## src/rtl/dili_pkg.sv

```systemverilog
// Shared constants and types for the Dilithium-field modular inverter.
package dili_pkg;

  localparam int unsigned Q           = 8380417;
  localparam int          DW          = 23;
  localparam int          RW          = 24;
  localparam int          E_W         = 23;
  localparam int          MUL_LAT_DEF = 4;

  // Fermat exponent Q-2; its MSB must be set for the left-to-right ladder.
  localparam logic [E_W-1:0] E = E_W'(Q - 2);

  typedef logic [DW-1:0] coef_t;

  typedef enum logic [2:0] {IDLE, SQR, MUL, WAIT, DONE} state_e;
  typedef enum logic       {OP_SQ, OP_ML}               op_e;

endpackage

```

## src/rtl/dili_mod_inv.sv

```systemverilog
// Iterative a^(Q-2) mod Q using an external pipelined modular multiplier,
// left-to-right square-and-multiply with one multiplication in flight.
module dili_mod_inv
  import dili_pkg::*;
#(
  parameter int MUL_LAT = MUL_LAT_DEF
) (
  input  logic          clk_i,
  input  logic          rst_i,
  input  logic          start_i,
  input  logic [DW-1:0] a_i,
  output logic          ready_o,
  output logic          done_o,
  output logic [DW-1:0] res_o,
  output logic          err_o,
  output logic          mul_vld_o,
  output logic [DW-1:0] mul_a_o,
  output logic [DW-1:0] mul_b_o,
  input  logic [RW-1:0] mul_res_i
);

  localparam int    CNT_W = (MUL_LAT > 1) ? $clog2(MUL_LAT) : 1;
  localparam int    IDX_W = $clog2(E_W);
  localparam coef_t Q_C   = coef_t'(Q);

  state_e           state_q, state_d;
  op_e              op_q, op_d;
  coef_t            acc_q, acc_d;
  coef_t            base_q, base_d;
  coef_t            res_q, res_d;
  logic             err_q, err_d;
  logic [IDX_W-1:0] idx_q, idx_d;
  logic [CNT_W-1:0] cnt_q, cnt_d;
  logic             ready_q, ready_d;
  logic             done_q, done_d;
  logic             mul_vld_q, mul_vld_d;
  coef_t            mul_a_q, mul_a_d;
  coef_t            mul_b_q, mul_b_d;

  // Reduced products are < Q < 2^DW, so the top result bit is always zero.
  coef_t mul_lo;
  logic  mul_res_unused;
  assign mul_lo         = mul_res_i[DW-1:0];
  assign mul_res_unused = mul_res_i[RW-1];

  always_comb begin
    // NOTE: every variable gets a default first so no path leaves it unassigned (no latches).
    state_d = state_q;
    op_d    = op_q;
    acc_d   = acc_q;
    base_d  = base_q;
    res_d   = res_q;
    err_d   = err_q;
    idx_d   = idx_q;
    cnt_d   = cnt_q;

    case (state_q)
      IDLE, DONE: begin
        state_d = IDLE;
        if (start_i) begin
          res_d = '0;
          if (a_i == '0 || a_i >= Q_C) begin
            err_d   = 1'b1;
            state_d = DONE;
          end else begin
            err_d   = 1'b0;
            acc_d   = a_i;
            base_d  = a_i;
            idx_d   = IDX_W'(E_W - 2);
            state_d = SQR;
          end
        end
      end
      SQR: begin
        cnt_d   = CNT_W'(MUL_LAT - 1);
        op_d    = OP_SQ;
        state_d = WAIT;
      end
      MUL: begin
        cnt_d   = CNT_W'(MUL_LAT - 1);
        op_d    = OP_ML;
        state_d = WAIT;
      end
      WAIT: begin
        if (cnt_q != '0) begin
          cnt_d = cnt_q - CNT_W'(1);
        end else begin
          acc_d = mul_lo;
          if (op_q == OP_SQ && E[idx_q]) begin
            state_d = MUL;
          end else if (idx_q == '0) begin
            res_d   = mul_lo;
            err_d   = 1'b0;
            state_d = DONE;
          end else begin
            idx_d   = idx_q - IDX_W'(1);
            state_d = SQR;
          end
        end
      end
      default: state_d = IDLE;
    endcase

    // Outputs are decoded from the next state so they come straight off flops.
    mul_vld_d = (state_d == SQR) || (state_d == MUL);
    mul_a_d   = mul_vld_d ? acc_d : '0;
    mul_b_d   = (state_d == SQR) ? acc_d : ((state_d == MUL) ? base_d : '0);
    ready_d   = (state_d == IDLE) || (state_d == DONE);
    done_d    = (state_d == DONE);
  end

  // NOTE: sequential state uses non-blocking assignments so all flops update together.
  always_ff @(posedge clk_i) begin
    if (rst_i) begin
      state_q   <= IDLE;
      op_q      <= OP_SQ;
      acc_q     <= '0;
      base_q    <= '0;
      res_q     <= '0;
      err_q     <= 1'b0;
      idx_q     <= '0;
      cnt_q     <= '0;
      ready_q   <= 1'b1;
      done_q    <= 1'b0;
      mul_vld_q <= 1'b0;
      mul_a_q   <= '0;
      mul_b_q   <= '0;
    end else begin
      state_q   <= state_d;
      op_q      <= op_d;
      acc_q     <= acc_d;
      base_q    <= base_d;
      res_q     <= res_d;
      err_q     <= err_d;
      idx_q     <= idx_d;
      cnt_q     <= cnt_d;
      ready_q   <= ready_d;
      done_q    <= done_d;
      mul_vld_q <= mul_vld_d;
      mul_a_q   <= mul_a_d;
      mul_b_q   <= mul_b_d;
    end
  end

  assign ready_o   = ready_q;
  assign done_o    = done_q;
  assign res_o     = res_q;
  assign err_o     = err_q;
  assign mul_vld_o = mul_vld_q;
  assign mul_a_o   = mul_a_q;
  assign mul_b_o   = mul_b_q;

endmodule
```

## config.mk

```make
export PLATFORM = sky130hd
export DESIGN_NAME = dili_mod_inv
export DESIGN_NICKNAME = d
export VERILOG_FILES = /design/src/rtl/dili_pkg.sv /design/src/rtl/dili_mod_inv.sv
export SDC_FILE = /design/constraint.sdc
export NUM_CORES = 1
export LEC_CHECK = 0
export CORE_MARGIN = 4
export CORE_UTILIZATION = 40
export CTS_BUF_LIST = sky130_fd_sc_hd__clkbuf_8
export CTS_CLUSTER_DIAMETER = 120
export DETAILED_ROUTE_END_ITERATION = 8
export DONT_BUFFER_PORTS = 1
export SKIP_LAST_GASP = 1
export SLEW_MARGIN = 20
export SYNTH_ARGS = -nofsm -noshare
export SYNTH_HDL_FRONTEND = slang
export SYNTH_SLANG_ARGS = --single-unit
```

## constraint.sdc

```tcl
create_clock -name clk_i -period 3.05 [get_ports clk_i]
set_clock_uncertainty 0.05 [all_clocks]
set_input_delay 0.305 -clock clk_i [delete_from_list [all_inputs] [get_ports clk_i]]
set_output_delay 0.305 -clock clk_i [all_outputs]
set_load 0.01 [all_outputs]
```

== After elaboration in Yosys (flattened, before gate mapping) ==
Memories as Yosys holds them, arrays and structs flattened. A register that Yosys moved wholly into a read port is not among the register bits.
Cells that the tools add are included.
Widths: inputs -> output; s select.
Cells by class
  $add $sub $neg: 2
  multipliers: 0
  div/mod/pow operators: 0
  order comparisons: 2
  equal/unequal tests: 14
  shifts and indexed selects: 0
  mux-type cells: 38
  bitwise logic cells: 2
  reductions and logical operators: 18
Operator list (count)
  $mux 23: 12
  $pmux 23 s2: 2
  $mux 5: 7
  $ge 23x23->1 const B: 1
  $logic_not 23->1: 1
  $mux 3: 5
  $ne 2x2->1 const B: 7
  $pmux 5 s2: 1
  $eq 3x2->1 const B: 3
  $pmux 3 s3: 1
  $reduce_bool 2->1: 4
  $eq 3x1->1 const B: 2
  $eq 3x3->1 const B: 2
  $logic_not 3->1: 2
  $lt 5x6->1 const B: 1
  $mux 1: 6
  $reduce_and 6->1: 1
  $reduce_or 2->1: 3
  $logic_not 5->1: 1
  $reduce_and 5->1: 1
  $sub 5x1->5 const B: 1
  $pmux 1 s2: 2
  $pmux 2 s2: 1
  $logic_or 1x1->1: 3
  other kinds (5): 6
Word-level totals
  register bits: 130
  latch bits: 0
  bits in writable memories: 0
  ROM bits: 32
  input bits: 50
  output and inout port bits: 73
  logic and storage cells: 90
  memories: 1
Memories
  (no name shown): depth 32, width 1, rd ports 1, clocked after memory_dff 1, wr ports 0, line dili_mod_inv.sv:89  | if (op_q == OP_SQ && E[idx_q]) begin

== Logic depth before layout (Yosys ltp) ==
  depth in word-level cells: 10
  mapped depth: 10

== Least setup slack after synthesis ==
No wires, ideal clock.
  path kind: in2reg
  from: input port a_i[17]
  to: register mul_b_q[3], in the netlist mul_b_o[3]
  setup time: 0.133 ns
  data arrival time: 2.120 ns
  data required time: 2.867 ns
  setup slack: 0.747 ns
  cell stages on the path: 8
  buffers on the path: 2
  cells stage by stage: or4_1 > nor4_1 > mux2i_1 > and2_1 > buf_6 > buf_6 > a221oi_2 > o22ai_1
Between the ends
  cells in the longest elaborated chain, start to end: 8
Ends and longest elaborated chain
  start: declaration: line dili_mod_inv.sv:11  | input logic [DW-1:0] a_i,
  $ge 23x23->1 / $logic_not 23->1 (equally long branches): line dili_mod_inv.sv:62  | if (a_i == '0 || a_i >= Q_C) begin
  $logic_or 1x1->1 *: line dili_mod_inv.sv:62
  $mux 3: line dili_mod_inv.sv:62
  $mux 3: line dili_mod_inv.sv:60  | if (start_i) begin
  $pmux 3 s3: line dili_mod_inv.sv:57  | case (state_q)
  $eq 3x2->1: line dili_mod_inv.sv:107  | mul_b_d = (state_d == SQR) ? acc_d : ((state_d == MUL) ? base_d : '0);
  $mux 23: line dili_mod_inv.sv:107
  $mux 23 *: line dili_mod_inv.sv:107
  end signal: assignment: line dili_mod_inv.sv:141  | mul_b_q <= mul_b_d;
  end: declaration: line dili_mod_inv.sv:38  | coef_t mul_b_q, mul_b_d;
Every way passes the cells marked *; elsewhere a longest branch is shown, timed or not.
A chain may end at the register's enable or synchronous reset.

== Worst setup path in the final report ==
  from: register idx_q[0]
  to: register res_q[5], in the netlist res_o[5]
Between the ends
  cells in the longest elaborated chain, start to end: 3
Ends and longest elaborated chain
  start: declaration: line dili_mod_inv.sv:32  | logic [IDX_W-1:0] idx_q, idx_d;
  start signal: assignment: line dili_mod_inv.sv:135  | idx_q <= idx_d;
  $logic_not 5->1: line dili_mod_inv.sv:91  | end else if (idx_q == '0) begin
  $ne 2x2->1 (no source line)
  $reduce_and 5->1 (no source line)
  end signal: assignment: line dili_mod_inv.sv:133  | res_q <= res_d;
  end: declaration: line dili_mod_inv.sv:30  | coef_t res_q, res_d;
Every way passes these cells.

==> results.toml <==
[logic_synthesis]
ys.warnings.count = 0
syn-num-nets = 543
netlist-cell-type-count = 45
synth_ff_type = "dfxtp_1"
netlist_instances = 490
avgSynthCellArea_um2 = 9.74
ys_seq_elements = 131
yosysSeqAreaShare_pct = 55.0
synth_edf_count = 0
syn_area_um2 = 4770
async_reset_ff_share_pct = 0

[grt]
grt_antenna_before_repair = 0
met2_usage_pct = 31.4
grt_pass1_wl_um = 21500
gr-total-overflow = 0
grt_max_degree = 85
grt_util_met1_pct = 27.7
grt_pass1_vias = 3962
busiest_layer = "met2"
gr-usage-met3_pct = 7.56
grt_usage_pct = 20.7

[die]
fp-row-count = 39
die-area_um2 = 13700
die_h_um = 117
coreArea_um2 = 11600
start_util_pct = 41.3
die_w_um = 117
io_pins = 123

[job]
maxCapViolations = 0

[place]
dp.cells = 607
gp_congestion = 0.868
hpwlAfterDp_um = 8590
dpl-instance-area_um2 = 4890
port_buffers = 0

[timing]
rsz0062_at_grt = "no"
hold_viol_final = 0
fin_setup_tns_ps = 0
timing.final.crit_share_pct = 88.7
worstMarginPinSlew_ps = 502
fmax_mhz = 370
fin_crit_ps = 2710
setup_viol = 0
maxSlewHeadroom_pct = 66.5
finalMaxSlewViolations = 0

[hold_path]
min_path_type = "primary input to register"

[worst_setup_path]
cp-start-kind = "register"
end_kind = "register"
worstPathArrival_ps = 3040
critical_path_class = "register to register"
critPathRequiredTime_ps = 3390
critical_path.max_fanout = 23

[route]
drt_wl_total_um = 13600
dr.first_iter.drc_count = 324
drc = 0
via_per_inst = 5.63
dr_total_vias = 3857
dr.pass1.iters = 5
routedWlPerCell_um = 19.9
ant_nets = 0

[finish]
fin_util_pct = 50.3
area_growth_pct = 21.8
drive_above_1_share_pct = 12.7
final_area_um2 = 5810
nets = 583
instances_no_fill = 685
antenna_cells = 0

[status]
status = "completed"

[clocking]
htreeDepth = 4
root_buffer = "clkbuf_8"
path_clk_slew_ps = 80
clk-insertion-delay-late_ps = 440
clock_sinks = 131
clock_path_buffers = 2
post_cts_buffers = 0
cts_tree = "built"
cts-buffers-inserted = 17

[power_and_ir_drop]
p_per_area_nw_per_um2 = 716
power_leakage_nw = 2.33
ir_drop_mv = 0.304
total_power_mw = 4.16
-- final cells by class --
type                       count  area, µm²
multi-input combinational    314       1940
clock buffer                  18        248
timing repair buffer          60        611
sequential                   131       2620
tap                          143        179
clock inverter                13        185
inverter                       6       22.5
fill                        1062       5750
-- where the power goes --
| group | leakage [nW] | switching (mW) | internal, mW |
|---|---|---|---|
| logic | 1.06 | 0.374 | 0.256 |
| clock network | 0.203 | 0.690 | 0.906 |
| registers | 1.07 | 0.0949 | 1.84 |
| total | 2.33 | 1.16 | 3.00 |
-- routing by layer --
layer / share of wire [%] / routed length (µm)
met5: 0 / 0
met1: 44 / 6000
met3: 9.0 / 1220
met4: 1.3 / 178
met2: 46 / 6220
-- state kept, by name (all words and copies together) (netlist names), named ones only --
name and flops:
done_o 1, mul_a_o 23, mul_vld_o 1, idx_q 5, cnt_q 2, op_q 1
acc_q 23, res_o 23, mul_b_o 23, ready_o 1, err_o 1, state_q 3
base_q 23
-- synth_stat cells, types with 2 or more instances --
cell type / instances / share of area [%]
dfxtp_1: 131 / 55
nor2_1: 83 / 6.5
a21oi_1: 28 / 2.9
clkbuf_1: 28 / 2.2
nand2_1: 28 / 2.2
mux2i_1: 25 / 5.2
nand3_1: 24 / 2.5
and3_1: 23 / 3.0
o22ai_1: 23 / 3.0
a221oi_2: 17 / 5.4
a221oi_1: 7 / 1.3
buf_2: 6 / 0.63
inv_1: 6 / 0.47
nor3_1: 5 / 0.52
o21ai_0: 4 / 0.42
or3_1: 4 / 0.52
a31oi_1: 3 / 0.39
buf_6: 3 / 0.71
ha_1: 3 / 0.79
nand4_1: 3 / 0.39
nor4_1: 3 / 0.39
xor2_1: 3 / 0.55
a211oi_1: 2 / 0.31
a31o_2: 2 / 0.37
buf_4: 2 / 0.31
nor2b_1: 2 / 0.26
o21bai_1: 2 / 0.31
or2_2: 2 / 0.26
or4_1: 2 / 0.31
-- cells by family after synthesis --
kind of cell / after synthesis / synth area share [%]
compound gates: 95 / 15.7
xor+xnor: 3 / 0.551
fa+ha+maj: 3 / 0.787
buf+inv: 45 / 4.33
flops: 131 / 55.0
mux: 25 / 5.25
simple gates: 188 / 18.4
-- cell usage in the layout, fill, tap and decap left out, drive strengths merged, types with 6 or more instances in the layout --
cell and count:
a21oi 28, a221oi 24, and3 23, buf 14
clkbuf 18, dfxtp 131, dlygate4sd3 46, inv 6
mux2i 25, nand2 28, nand3 24, nor2 83
o22ai 23
-- final timing paths --
kind | startpoint | endpoint | slack [ps] | cells after the start
setup / recovery | idx_q[0]$_SDFFE_PP0N_ | res_o[5]$_SDFFE_PP0P_ | 340 | 8
hold / removal | a_i[13] | acc_q[13]$_SDFF_PP0_ | 30 | 2
hold reg to reg | cnt_q[0]$_SDFFE_PP0P_ | cnt_q[0]$_SDFFE_PP0P_ | 420 | 1
setup reg to reg | idx_q[0]$_SDFFE_PP0N_ | res_o[5]$_SDFFE_PP0P_ | 340 | 8
-- per-stage QoR --
stage | worst slack (ps) | hold WS, ps
4_1_cts | 171 | 13.1
5_1_grt | 126 | 33.3
3_5_place_dp | 501 | 336
3_3_place_gp | 496 | 334
2_1_floorplan | 747 | 387
6_report | 344 | 32.8
-- timing repair --
action / in CTS / in global routing
endpoints found under the setup margin: 0 / 1
hold buffers: 47 / 0
gates resized for setup: 0 / 1
hold endpoints to repair: 95 / 0
-- worst max-delay path: stages, from the launching register on --
cell and delay (ps):
dfxtp_1 330, inv_1 110, ha_1 170, nor4b_1 360
and4_1 340, or2_2 440, nand3_1 130, a21oi_1 150
dlygate4sd3_1 550
(Power assumes the default switching activity.)
